==> src/rtl/stack_pkg.sv <==
// Shared types for the LIFO register stack: operation encoding and its decode.
package stack_pkg;

   typedef enum logic [1:0] {
      OP_NOP     = 2'b00,
      OP_POP     = 2'b01,
      OP_PUSH    = 2'b10,
      OP_REPLACE = 2'b11
   } stack_op_t;

   function automatic stack_op_t decode_op(input logic push, input logic pop);
      return stack_op_t'({push, pop});
   endfunction

endpackage

==> src/rtl/stack_mem.sv <==
// DEPTH x n backing store: one synchronous write port, one asynchronous read port.
module stack_mem #(
   parameter int n     = 8,
   parameter int DEPTH = 4
) (
   input  logic                     clk,
   input  logic                     we,
   input  logic [$clog2(DEPTH)-1:0] waddr,
   input  logic [n-1:0]             wdata,
   input  logic [$clog2(DEPTH)-1:0] raddr,
   output logic [n-1:0]             rdata
);

   logic [n-1:0] mem [DEPTH];

   always_ff @(posedge clk) begin
      if (we)
         mem[waddr] <= wdata;
   end

   assign rdata = mem[raddr];

endmodule

==> src/rtl/stack_register.sv <==
// LIFO register stack: registered top-of-stack, entry count and sticky error flags.
module stack_register
   import stack_pkg::*;
#(
   parameter int n     = 8,
   parameter int DEPTH = 4
) (
   input  logic                       clk,
   input  logic                       rst,
   input  logic [n-1:0]               data,
   input  logic                       push,
   input  logic                       pop,
   input  logic                       clr_err,
   output logic [n-1:0]               dataOut,
   output logic [$clog2(DEPTH+1)-1:0] count,
   output logic                       empty,
   output logic                       full,
   output logic                       overflow,
   output logic                       underflow
);

   localparam int CW = $clog2(DEPTH+1);
   localparam int AW = $clog2(DEPTH);

   stack_op_t       op;
   logic [CW-1:0]   next_count;
   logic [n-1:0]    next_top;
   logic            next_overflow;
   logic            next_underflow;
   logic            mem_we;
   logic [AW-1:0]   mem_waddr;
   logic [AW-1:0]   mem_raddr;
   logic [n-1:0]    mem_rdata;

   assign op    = decode_op(push, pop);
   assign empty = (count == '0);
   assign full  = (count == CW'(DEPTH));

   // Memory mirrors every live entry, top included, so a pop can refill
   // the top register from the slot just below it (count-2).
   assign mem_raddr = AW'(count - CW'(2));

   always_comb begin
      next_count     = count;
      next_top       = dataOut;
      next_overflow  = clr_err ? 1'b0 : overflow;
      next_underflow = clr_err ? 1'b0 : underflow;
      mem_we         = 1'b0;
      mem_waddr      = AW'(count);
      case (op)
         OP_PUSH: begin
            if (full) begin
               next_overflow = 1'b1;
            end else begin
               mem_we     = 1'b1;
               next_top   = data;
               next_count = count + CW'(1);
            end
         end
         OP_POP: begin
            if (empty) begin
               next_underflow = 1'b1;
            end else begin
               next_count = count - CW'(1);
               next_top   = (count == CW'(1)) ? '0 : mem_rdata;
            end
         end
         OP_REPLACE: begin
            mem_we   = 1'b1;
            next_top = data;
            if (empty)
               next_count = CW'(1);
            else
               mem_waddr = AW'(count - CW'(1));
         end
         default: ;
      endcase
   end

   always_ff @(posedge clk) begin
      if (rst) begin
         count     <= '0;
         dataOut   <= '0;
         overflow  <= 1'b0;
         underflow <= 1'b0;
      end else begin
         count     <= next_count;
         dataOut   <= next_top;
         overflow  <= next_overflow;
         underflow <= next_underflow;
      end
   end

   stack_mem #(
      .n     (n),
      .DEPTH (DEPTH)
   ) u_mem (
      .clk   (clk),
      .we    (mem_we && !rst),
      .waddr (mem_waddr),
      .wdata (data),
      .raddr (mem_raddr),
      .rdata (mem_rdata)
   );

endmodule

==> config.mk <==
export PLATFORM = sky130hd
export DESIGN_NAME = stack_register
export DESIGN_NICKNAME = d
export VERILOG_FILES = /design/src/rtl/stack_pkg.sv /design/src/rtl/stack_mem.sv /design/src/rtl/stack_register.sv
export SDC_FILE = /design/constraint.sdc
export NUM_CORES = 1
export LEC_CHECK = 0
export BUFFER_PORTS_ARGS = -buffer_cell sky130_fd_sc_hd__buf_4
export CAP_MARGIN = 20
export CORE_ASPECT_RATIO = 0.75
export CORE_UTILIZATION = 60
export DETAILED_ROUTE_END_ITERATION = 16
export GPL_ROUTABILITY_DRIVEN = 1
export GPL_TIMING_DRIVEN = 1
export MAX_ROUTING_LAYER = met4
export PLACE_DENSITY_LB_ADDON = 0.2
export SLEW_MARGIN = 20
export SYNTH_ARGS = -nofsm -noshare
export SYNTH_HDL_FRONTEND = slang
export SYNTH_HIERARCHICAL = 1
export SYNTH_SLANG_ARGS = --single-unit
==> constraint.sdc <==
create_clock -name clk -period 3.92 [get_ports clk]
set_input_delay 0.784 -clock clk [delete_from_list [all_inputs] [get_ports clk]]
set_output_delay 0.784 -clock clk [all_outputs]
set_load 0.01 [all_outputs]
==> qor.log <==
[cts] maximum buffer depth of the clock tree 2
[layout] footprint of the multi-input gates 711.9 um^2
[placement] Placement Setup Slack 1.110 ns
[placement] count of buffers from port buffering 27
[power_and_ir_drop] standby leakage power 0.8470 nW
[sta] count of pins over their slew limit 0
[job] total of max-cap violations 0
[worst_hold_path] worst min path class flop to flop
[global_route] most crowded layer after global routing met2
[logic_synthesis] top_reg_cell synth edfxtp_1
[layout] sequential cell area in the final layout 0.001221 mm^2
[die] row count 18
[power_and_ir_drop] Worst VDD drop 0.3714 mV
[sta] RSZ-0062 raised after global routing no
[layout] antenna cell count 0
[logic_synthesis] number of enable-type register cells in the synthesized netlist 32
[global_route] initial antenna violation count 0
[die] height of the die 52.74 um
[cts] Sinks on Clock Net 45
[placement] detailed placer's ending HPWL 2.768 mm
[cts] hold buffer count at CTS 0
[critical_path] worst endpoint required time 3.93 ns
[global_route] wire length of the first global-routing pass 6.430 mm
[sta] total of endpoints with negative setup slack in the final report 0
[die] boundary pin count 28
[critical_path] cells along the critical path inv_1 > ha_1 > nand2b_2 > inv_2 > nor3_2 > mux2i_1 > nor3b_1 > buf_4
[die] full die area 0.003673 mm^2
[critical_path] Bufs and invs on worst path 3
[layout] count of non-filler cells in the finished layout 211
[global_route] total routing resource utilization after global routing 0.2583
[sta] final critical-path share of the clock period 0.7483
[global_route] GR Util met3 0.08846
[sta] Final TNS setup 0 ns
[route] ANT nets after route 0
[route] Vias 1317
[sta] relative slew slack 0.5946
[logic_synthesis] synth warn 6
[placement] total instance count after detailed placement 203
[sta] least setup slack across all paths after layout 0.9865 ns
[logic_synthesis] sequential area share after synthesis 0.5930
[layout] number of nets at the end of the flow 187
[logic_synthesis] flop and latch count out of synthesis 45
[layout] Area Growth Syn to Fin 13.49%
[critical_path] critical path endpoint category flop
[sta] worst hold slack 0.4686 ns
[route] number of DRC markers after the initial detailed-route iteration 102
[cts] TritonCTS clock tree built
[route] post-DR wirelength/cell 19.63 um
[cts] TritonCTS Buffers 5
[logic_synthesis] Synth Net Count 162
[logic_synthesis] mean instance size in the synthesized netlist 14.20 um^2
[die] Placeable Area 0.003288 mm^2
[critical_path] slack of the worst reg-to-reg path 0.99 ns
[critical_path] startpoint types flop
[global_route] GRT met1 Usage 0.3329
[logic_synthesis] Netlist cell types 40
[critical_path] cell type group with the largest total delay on the critical path buffers and inverters
[power_and_ir_drop] pwr/cell area 481.6 mW/mm^2
[critical_path] worst endpoint data arrival time 2.95 ns
[logic_synthesis] post-synthesis async set-or-reset flop share 0
[cts] root buffer cell clkbuf_8
[global_route] largest net degree at the start of global routing 17
[cts] post-CTS repair timing setup buffer count 0
[critical_path] worst setup path category flop to flop
[sta] highest attainable clock frequency 0.3409 GHz
[logic_synthesis] synthesized instance count 145
[critical_path] largest fanout on the critical path 12
[die] Die X 69.65 um
[placement] Routability Congestion 0.7791
[critical_path] biggest cell delay along the critical path 0.57 ns
[logic_synthesis] netlist area before placement 0.002059 mm^2
[global_route] met2 usage in global routing 0.3883
[critical_path] slowest stage cell, crit path nor3b_1
[global_route] overall overflow remaining after global route 0
[cts] number of levels the H-tree was split into 2
[cts] worst-skew pair later-pin latency 0.30 ns
[global_route] number of global-route vias before repair 1228
[layout] # fillers 235
[cts] clock-pin slew on the worst setup and hold paths 0.07 ns
[cts] Post-CTS Resized 0
[route] number of optimization iterations in the first detailed-route pass 4
[route] number of remaining DRC errors 0
[route] via/cell ratio 6.242
[placement] Placed Instance Area 0.002257 mm^2
[sta] worst slew pin tran 0.6068 ns
[sta] final count of hold timing violations 0
[run_status] status completed
[sta] worst clock skew on the final layout 0.003451 ns
[die] starting density of the core 0.6263
[route] Routed WL 4.141 mm
[sta] Tmin final 2.933 ns
[layout] ratio of cells with drive above 1 in the final layout 0.2865
[power_and_ir_drop] power consumption 1.126 mW
[layout] utilization after layout 0.7108
[layout] final standard cell area without fillers 0.002337 mm^2
[placed cells by master (no fill, tap or decap), types with 4 or more instances in the layout]
master,synthesis,final
dfxtp_1,13,13
edfxtp_1,32,32
ha_1,4,4
a211oi_1,9,9
a2111oi_1,7,7
clkbuf_8,0,5
buf_4,4,29
mux4_2,8,8
inv_1,14,14
nor3_1,9,9
[cell usage after synthesis, drive strengths merged (3+ instances only)]
library cell | n | area share
inv | 15 | 0.027
edfxtp | 32 | 0.47
nor3 | 10 | 0.027
and3b | 3 | 0.013
mux4 | 8 | 0.087
nor2 | 3 | 0.0055
mux2i | 3 | 0.015
nand2b | 4 | 0.013
ha | 4 | 0.024
a2111oi | 8 | 0.041
dfxtp | 13 | 0.13
buf | 9 | 0.030
a211oi | 9 | 0.033
[cell families (layout without fill, tap and decap cells)]
kind of cell / count (synthesis) / after routing / share of synthesized area
adders and majority gates: 4 / 4 / 0.02430
buffers and inverters: 26 / 52 / 0.06136
DFF: 45 / 45 / 0.5930
and+or+nand+nor: 28 / 28 / 0.08445
xor gates and xnor gates: 2 / 2 / 0.008507
muxes: 12 / 12 / 0.1075
AOI/OAI and AO/OA: 28 / 28 / 0.1209
[sequential cells by signal, indices dropped and copies added, names as in the netlist]
| register | cells |
|---|---|
| u_mem/mem | 32 |
| dataOut | 8 |
| count | 3 |
| overflow | 1 |
| underflow | 1 |
[worst reg2reg max path, cell delays in order (launching register included)]
cell and delay (ns):
dfxtp_1 0.36, inv_1 0.38, ha_1 0.42, nand2b_2 0.15, inv_2 0.24, nor3_2 0.10, mux2i_1 0.18, nor3b_1 0.57
buf_4 0.26
[power breakdown]
part,internal [mW],switching (mW)
clock network,0.127,0.144
registers,0.549,0.0177
logic,0.127,0.161
[worst paths after layout]
path,start,end,depth (start not counted)
worst max register to register,count[1],u_mem/mem[0][4],8
worst min-delay path,dataOut[2],dataOut[2],2
worst max-delay path,count[1],u_mem/mem[0][4],8
worst min register to register,dataOut[2],dataOut[2],2
[area by class of cell]
cell class | instances | area share
Timing Repair Buffer | 29 | 0.09315
Multi-Input combinational cell | 74 | 0.3046
Sequential cell | 45 | 0.5225
Clock buffer | 8 | 0.03426
Tap cell | 40 | 0.02141
Inverter | 15 | 0.02409
[metal layers]
metal | wire length, um | vias to the layer above
met3 | 350 | 8
li1 | - | 611
met4 | 68 | 0
met2 | 1961 | 62
met5 | 0 | -
met1 | 1761 | 636
(Power assumes the default switching activity.)
